$ cat src/rtl/fpu_pkg.sv
// Shared FPU types: multiplier flag set, stored product layout and binary32 constants.
package fpu_pkg;

  localparam logic [7:0]  FP32_EXP_MAX = 8'hFF;
  localparam logic [31:0] FP32_QNAN    = 32'h7FC00000;

  typedef struct packed {
    logic nv;
    logic of;
    logic uf;
  } fmul_flags_t;

  // Tag width is a per-instance parameter, so the buffer wraps this with its tag.
  typedef struct packed {
    logic [31:0] result;
    fmul_flags_t flags;
  } fmul_prod_t;

endpackage

$ cat src/rtl/fmul_flag_classify.sv
// Combinational flag classification of a multiplier product.
// With FMUL_NAN_CANON_EN defined, NaN products are replaced by the canonical quiet NaN.
module fmul_flag_classify
  import fpu_pkg::*;
(
  input  logic [31:0] in_result,
  input  logic        in_overflow,
  input  logic        in_underflow,
  output fmul_flags_t flags,
  output logic [31:0] result
);

  always_comb begin
    flags.nv = (in_result[30:23] == FP32_EXP_MAX) && (in_result[22:0] != 23'd0);
    flags.of = in_overflow;
    flags.uf = in_underflow;
`ifdef FMUL_NAN_CANON_EN
    result   = flags.nv ? FP32_QNAN : in_result;
`else
    result   = in_result;
`endif
  end

endmodule

$ cat src/rtl/fmul_result_buffer.sv
// Registered FIFO stage behind the single-precision multiplier with sticky exception flags.
// Optional NaN canonicalisation is selected by the FMUL_NAN_CANON_EN macro.
module fmul_result_buffer
  import fpu_pkg::*;
#(
  parameter int DEPTH = 2,
  parameter int TAG_W = 4
) (
  input  logic                       CLK,
  input  logic                       nRST,
  input  logic                       in_valid,
  output logic                       in_ready,
  input  logic [31:0]                in_result,
  input  logic                       in_overflow,
  input  logic                       in_underflow,
  input  logic [TAG_W-1:0]           in_tag,
  output logic                       out_valid,
  input  logic                       out_ready,
  output logic [31:0]                out_result,
  output logic [TAG_W-1:0]           out_tag,
  output logic [2:0]                 out_flags,
  output logic [2:0]                 sticky_flags,
  input  logic                       flags_clr,
  output logic [$clog2(DEPTH+1)-1:0] count
);

  localparam int PTR_W = $clog2(DEPTH);
  localparam int CNT_W = $clog2(DEPTH+1);

  typedef struct packed {
    fmul_prod_t       prod;
    logic [TAG_W-1:0] tag;
  } entry_t;

  fmul_flags_t       cls_flags;
  logic [31:0]       cls_result;
  entry_t            entry_next;
  entry_t            head;
  entry_t            rd_entries [DEPTH];
  logic [PTR_W-1:0]  wr_ptr_reg, wr_ptr_next;
  logic [PTR_W-1:0]  rd_ptr_reg, rd_ptr_next;
  logic [CNT_W-1:0]  count_reg, count_next;
  logic [2:0]        sticky_reg, sticky_next;
  logic              push, pop;

  fmul_flag_classify u_classify (
    .in_result    (in_result),
    .in_overflow  (in_overflow),
    .in_underflow (in_underflow),
    .flags        (cls_flags),
    .result       (cls_result)
  );

  function automatic logic [PTR_W-1:0] ptr_inc(input logic [PTR_W-1:0] ptr);
    return (ptr == PTR_W'(DEPTH-1)) ? '0 : ptr + 1'b1;
  endfunction

  assign in_ready     = (count_reg < CNT_W'(DEPTH));
  assign out_valid    = (count_reg != '0);
  assign push         = in_valid && in_ready;
  assign pop          = out_valid && out_ready;
  assign count        = count_reg;
  assign sticky_flags = sticky_reg;

  always_comb begin
    entry_next.prod.result = cls_result;
    entry_next.prod.flags  = cls_flags;
    entry_next.tag         = in_tag;

    wr_ptr_next = push ? ptr_inc(wr_ptr_reg) : wr_ptr_reg;
    rd_ptr_next = pop  ? ptr_inc(rd_ptr_reg) : rd_ptr_reg;

    count_next = count_reg;
    if (push && !pop)
      count_next = count_reg + 1'b1;
    else if (pop && !push)
      count_next = count_reg - 1'b1;

    // A push in the clearing cycle still leaves its own flags behind.
    sticky_next = sticky_reg;
    if (push)
      sticky_next = (flags_clr ? 3'b000 : sticky_reg) | cls_flags;
    else if (flags_clr)
      sticky_next = 3'b000;
  end

  always_ff @(posedge CLK or negedge nRST) begin
    if (!nRST) begin
      wr_ptr_reg <= '0;
      rd_ptr_reg <= '0;
      count_reg  <= '0;
      sticky_reg <= '0;
    end else begin
      wr_ptr_reg <= wr_ptr_next;
      rd_ptr_reg <= rd_ptr_next;
      count_reg  <= count_next;
      sticky_reg <= sticky_next;
    end
  end

  // Payload storage needs no reset: the outputs are masked whenever count is zero.
  genvar gi;
  generate
    for (gi = 0; gi < DEPTH; gi++) begin : g_slot
      entry_t entry_reg;
      always_ff @(posedge CLK) begin
        if (push && (wr_ptr_reg == PTR_W'(gi)))
          entry_reg <= entry_next;
      end
      assign rd_entries[gi] = entry_reg;
    end
  endgenerate

  assign head = rd_entries[rd_ptr_reg];

  always_comb begin
    out_result = '0;
    out_tag    = '0;
    out_flags  = '0;
    if (out_valid) begin
      out_result = head.prod.result;
      out_tag    = head.tag;
      out_flags  = head.prod.flags;
    end
  end

endmodule

$ cat config.mk
export PLATFORM = sky130hd
export DESIGN_NAME = fmul_result_buffer
export DESIGN_NICKNAME = d
export VERILOG_FILES = /design/src/rtl/fpu_pkg.sv /design/src/rtl/fmul_flag_classify.sv /design/src/rtl/fmul_result_buffer.sv
export SDC_FILE = /design/constraint.sdc
export NUM_CORES = 1
export LEC_CHECK = 0
export CAP_MARGIN = 20
export CORE_ASPECT_RATIO = 1.25
export CORE_UTILIZATION = 30
export CTS_BUF_LIST = sky130_fd_sc_hd__clkbuf_8
export CTS_CLUSTER_SIZE = 24
export DETAILED_ROUTE_END_ITERATION = 10
export GPL_TIMING_DRIVEN = 1
export SKIP_CTS_REPAIR_TIMING = 1
export SYNTH_ARGS = -nofsm -noshare
export SYNTH_HDL_FRONTEND = slang
export SYNTH_SLANG_ARGS = --single-unit
$ cat constraint.sdc
create_clock -name CLK -period 2.84 [get_ports CLK]
set_input_delay 0.852 -clock CLK [delete_from_list [all_inputs] [get_ports CLK]]
set_output_delay 0.852 -clock CLK [all_outputs]
set_load 0.005 [all_outputs]
* Word-level counts from Yosys, hierarchy flattened
Index checks and enable logic that the tools add are counted.
Storage, ports and cells: flip-flop bits (word level) 85, input bits 43, output and inout bits 46, word-level logic and storage cells 48
Cells by class: add/sub/neg operators 4, magnitude comparators 2, equality and inequality tests 1, multiplexer cells 12, bitwise logic cells 3, reductions and logical operators 12
Operator list (count):
- two-way mux 39 bit | 3
- two-way mux 32 bit | 1
- nonzero test 23 bit | 1
- two-way mux 3 bit | 3
- equality test 8 bit, second input constant | 1
- logical AND 1 bit | 7
- two-way mux 2 bit | 2
- two-way mux 4 bit | 1
- nonzero test 2 bit | 2
- OR 3 bit | 1
- adder 1 bit, second input constant | 2
- adder 2 x 1 -> 2 bit, second input constant | 1
- greater-or-equal comparator 2 bit, second input constant | 1
- logical NOT 1 bit | 2
- less-than comparator 2 bit, second input constant | 1
- two-way mux 1 bit | 2
- inverter 1 -> 2 bit | 1
- subtractor 2 x 1 -> 2 bit, second input constant | 1
- inverter 1 bit | 1

* Logic depth before layout (Yosys ltp)
depth after elaboration 6, gate-level depth with buffers 7, gate-level depth less buffers 7

* By module
A second synthesis with hierarchy kept.
Second synthesis, totals: cell total of the unflattened synthesis 242, area total of the unflattened synthesis 3656.0 µm²
Modules (own cells, without submodules):
- fmul_result_buffer | times used 1, cells each 196, area an instance 3311.9 µm², seq. area each 2517.4 µm²
- fmul_flag_classify | times used 1, cells each 46, area an instance 344.1 µm², seq. area each 0.0 µm²

* Worst setup path before layout
No wires, ideal clock.
kind input-to-reg, start point input in_valid, end point register g_slot[0].entry_reg[0] (netlist bit), enable pin, library setup time 0.435 ns, data arrival time 2.568 ns, data required time 2.405 ns, path slack -0.163 ns, cell stages on the path 2, buffers on the path 0, cell sequence nand2_2 -> nor2_1
On the way: word-level cells in the longest chain between the ends 2
Ends and longest elaborated chain:
- start, declared | RTL line fmul_result_buffer.sv:11 | input logic in_valid,
- logical AND 1 bit | RTL line fmul_result_buffer.sv:60 | assign push = in_valid && in_ready;
- logical AND 1 bit | RTL line fmul_result_buffer.sv:107 | if (push && (wr_ptr_reg == PTR_W'(gi)))
- end signal, assigned | RTL line fmul_result_buffer.sv:108 | entry_reg <= entry_next;
- end, declared | RTL line fmul_result_buffer.sv:105 | entry_t entry_reg;
Every way passes these cells. A chain may end at the register's enable or synchronous reset.

* Worst setup path in the final report
start point register count_reg[0], in the netlist count[0], end point output out_result[22]
On the way: word-level cells in the longest chain between the ends 2
Ends and longest elaborated chain:
- start, declared | RTL line fmul_result_buffer.sv:42 | logic [CNT_W-1:0] count_reg, count_next;
- start signal, assigned | RTL line fmul_result_buffer.sv:96 | count_reg <= count_next;
- nonzero test 2 bit | RTL line fmul_result_buffer.sv:59 | assign out_valid = (count_reg != '0);
- two-way mux 32 bit | RTL line fmul_result_buffer.sv:120 | if (out_valid) begin
- end, declared | RTL line fmul_result_buffer.sv:19 | output logic [31:0] out_result,
Every way passes these cells.

==> metrics <==
placed wire-length estimate 4500 um; Max H-tree Level 3; core box area 10700 um2; number of nets with antenna violations after routing 0; relative slew slack 0.768; class of the tightest hold or removal check register to register; clock skew 0.00823 ns; Inserted Diodes 0; final layout net count 350; worst hold path cell count 1; kind of start point of the critical path register; Netlist cell types 21; Max Cap Viol 0; clock share of power 0.168; Net Sw Power 0.00126 W; number of DRC markers after the initial detailed-route iteration 53; final worst path period share 0.931; fraction of power spent switching nets 0.299; CP bufs+invs 2; IO Pins 89; endpoint kind of the worst setup timing path output pin; number of warnings reported in the yosys synthesis log 0; leakage power 1.66 nW; Max Freq 0.378 GHz; CTS tree yes; final standard cell area without fillers 4570 um2; RR Startpoint count[0]$_DFFE_PN0P_; capturing point of the worst reg2reg path count[1]$_DFFE_PN0P_; kind of critical path register to output pin; Final Hold Viols 0; clock buffers created by TritonCTS 9; Combinational Power Share 0.422; effective utilization at floorplan 0.312; Top delay family on crit path buffers and inverters; total track usage 0.124; met2 WL post-DR 3350 um; result of the run complete, no violations; post-placement cell area 4410 um2; number of flip-flops under the largest register name 78; clk_lat worst skew 0.35 ns; summed instance area of the synthesized netlist 3330 um2; sequential share of the synthesized area 0.757; post-route setup TNS 0 ns; post-synthesis instance total 208; remaining design rule violation count 0; final max-slew violation count 0; met3 wirelength from detailed routing 466 um; worst-case hold path end point wr_ptr_reg$_DFFE_PN0N_; Vias 1988; Die Area 11500 um2; fraction of synthesized cell area taken by the top area cell type 0.704; die boundary height 120 um; post-synthesis register bit count 85; maximum resistive drop on vdd 0.467 mV; ratio of total power to cell area 920 nW/um2; critical path peak fanout 26; # rows 42; Cell Int Power 0.00295 W; top area cells in the synthesized netlist edfxtp_1 (70%), mux2i_1 (12%), dfrtp_1 (5.3%), nor2_1 (4.9%), xnor2_1 (1.1%); pin count of the biggest net entering global routing 29; RSZ-0062 raised after global routing no; Clock Pin Slew Worst Setup and Hold Paths 0.08 ns; routed wirelength normalized by instance count 15.0 um; drt via density 4.49; global route overflow 0; syn_area_per_cell 16.0 um2; slowest stage cell, crit path clkdlybuf4s50_1; top sig layer met4; shortest period the worst path allows 2.65 ns; worst reg2reg setup slack 1.25 ns; net count of the mapped netlist 252; width of the die 96.2 um; Tightest Pin Transition 0.344 ns; clock tree root buffer cell clkbuf_8; portion of total power attributed to sequential cells 0.410; routability congestion estimate 0.708; share of cells above drive strength 1 0.0900; maximum clock insertion buffer count 2; required time of the worst setup path 1.99 ns; initial antenna violation count 0; beginning of the worst hold path wr_ptr_reg$_DFFE_PN0N_; final number of setup-violating endpoints 0; via count of the first global-routing pass 2005; clock net sink count 85; layout overhead on the synthesized area 37.4%; post-route met1 wirelength 2760 um; chain of cells forming the critical path nor2_4 -> buf_4 -> nor2_1 -> clkdlybuf4s50_1; wire length of the first global-routing pass 10100 um; depth of the worst register-to-register path 8; Fill cells 1008; Util after Layout 0.428; IO Port Bufs 88; arrival time of the worst setup path 1.79 ns; Final Routed Wirelength 6650 um; most area-hungry cell type in the Yosys netlist edfxtp_1; first-pass iteration count of the detailed router 4; slowest stage delay, CP 0.47 ns
[worst max path at each step]
stage                          from                               end  slack, ns  depth (start not counted)
2_1_floorplan              in_valid  g_slot[1].entry_reg[0]$_DFFE_PP_       0.46                          3
4_1_cts        count[0]$_DFFE_PN0P_                      out_flags[0]       0.13                          4
6_report       count[0]$_DFFE_PN0P_                    out_result[22]       0.19                          4
3_3_place_gp          in_result[16]  g_slot[0].entry_reg[6]$_DFFE_PP_       0.40                          5
5_1_grt        count[0]$_DFFE_PN0P_                      out_flags[2]       0.04                          4
3_5_place_dp          in_result[16]  g_slot[1].entry_reg[6]$_DFFE_PP_       0.36                          5
[final cells by class]
cell class                 count  area [um2]  share of cell area
sequential                    85        2520               0.551
tap                          132         165              0.0361
timing repair buffer          96         966               0.211
inverter                       6        22.5             0.00493
clock buffer                   9         124              0.0271
clock inverter                 7        33.8             0.00739
multi-input combinational    108         741               0.162
[per-stage QoR]
stage	instances	setup slack [ns]	hold WS (ns)	power (W)
floorplan	208	0.456	0.478	0.00257
global placement	427	0.395	0.519	0.00356
detailed placement	427	0.365	0.529	0.00357
CTS	443	0.126	0.548	0.00429
global route	443	0.0375	0.579	0.00448
finish	443	0.195	0.543	0.00421
[power groups by stage]
| stage | combinational (W) | sequential (W) | clock (W) |
|---|---|---|---|
| 6_report | 0.00177 | 0.00173 | 0.000706 |
| 5_1_grt | 0.00195 | 0.00175 | 0.000784 |
| 4_1_cts | 0.00183 | 0.00173 | 0.000737 |
| 3_5_place_dp | 0.00182 | 0.00176 | 0 |
| 3_3_place_gp | 0.00181 | 0.00175 | 0 |
| 2_1_floorplan | 0.000837 | 0.00173 | 0 |
[worst register-to-register path: cells and delay by family (launching register included)]
family / cells / cell delay [ns]
flops: 1 / 0.46
simple gates: 3 / 0.30
fa+ha+maj: 1 / 0.17
buf+inv: 2 / 0.29
xor+xnor: 2 / 0.26
[kinds of logic after synthesis]
kind of cell    Yosys count  synth area share
fa+ha+maj                 1           0.00376
buf+inv                  15            0.0252
mux                      39             0.117
xor+xnor                  5            0.0132
compound gates            3           0.00677
simple gates             60            0.0768
flops                    85             0.757
[per-layer routing]
layer	vias to the layer above	global-route usage
met5	-	0
met4	0	0.0588
met3	8	0.0507
met2	59	0.200
met1	959	0.139
li1	962	-
[placed cells by master, fill, tap and decap left out]
cell             instances
nand4_1                  3
and2_2                   1
o22ai_2                  1
clkbuf_8                 9
dfrtp_1                  6
buf_4                    6
xnor2_1                  4
buf_12                   2
inv_1                    6
nor2_4                   2
edfxtp_1                78
inv_2                    1
clkinvlp_4               1
nand2_1                  4
xor2_1                   1
nand2_2                  1
clkinv_1                 2
ha_1                     1
clkdlybuf4s50_1         88
nor4_1                   5
or3_1                    1
nor3_1                   2
clkinv_2                 3
mux2i_1                 39
dfrtp_2                  1
nor2_1                  41
o21ai_0                  2
[cell usage after synthesis (all sizes together)]
library cell  number
and2               1
buf                9
dfrtp              7
edfxtp            78
ha                 1
inv                6
mux2i             39
nand2              5
nand4              3
nor2              43
nor3               2
nor4               5
o21ai              2
o22ai              1
or3                1
xnor2              4
xor2               1
(Power assumes the default switching activity.)
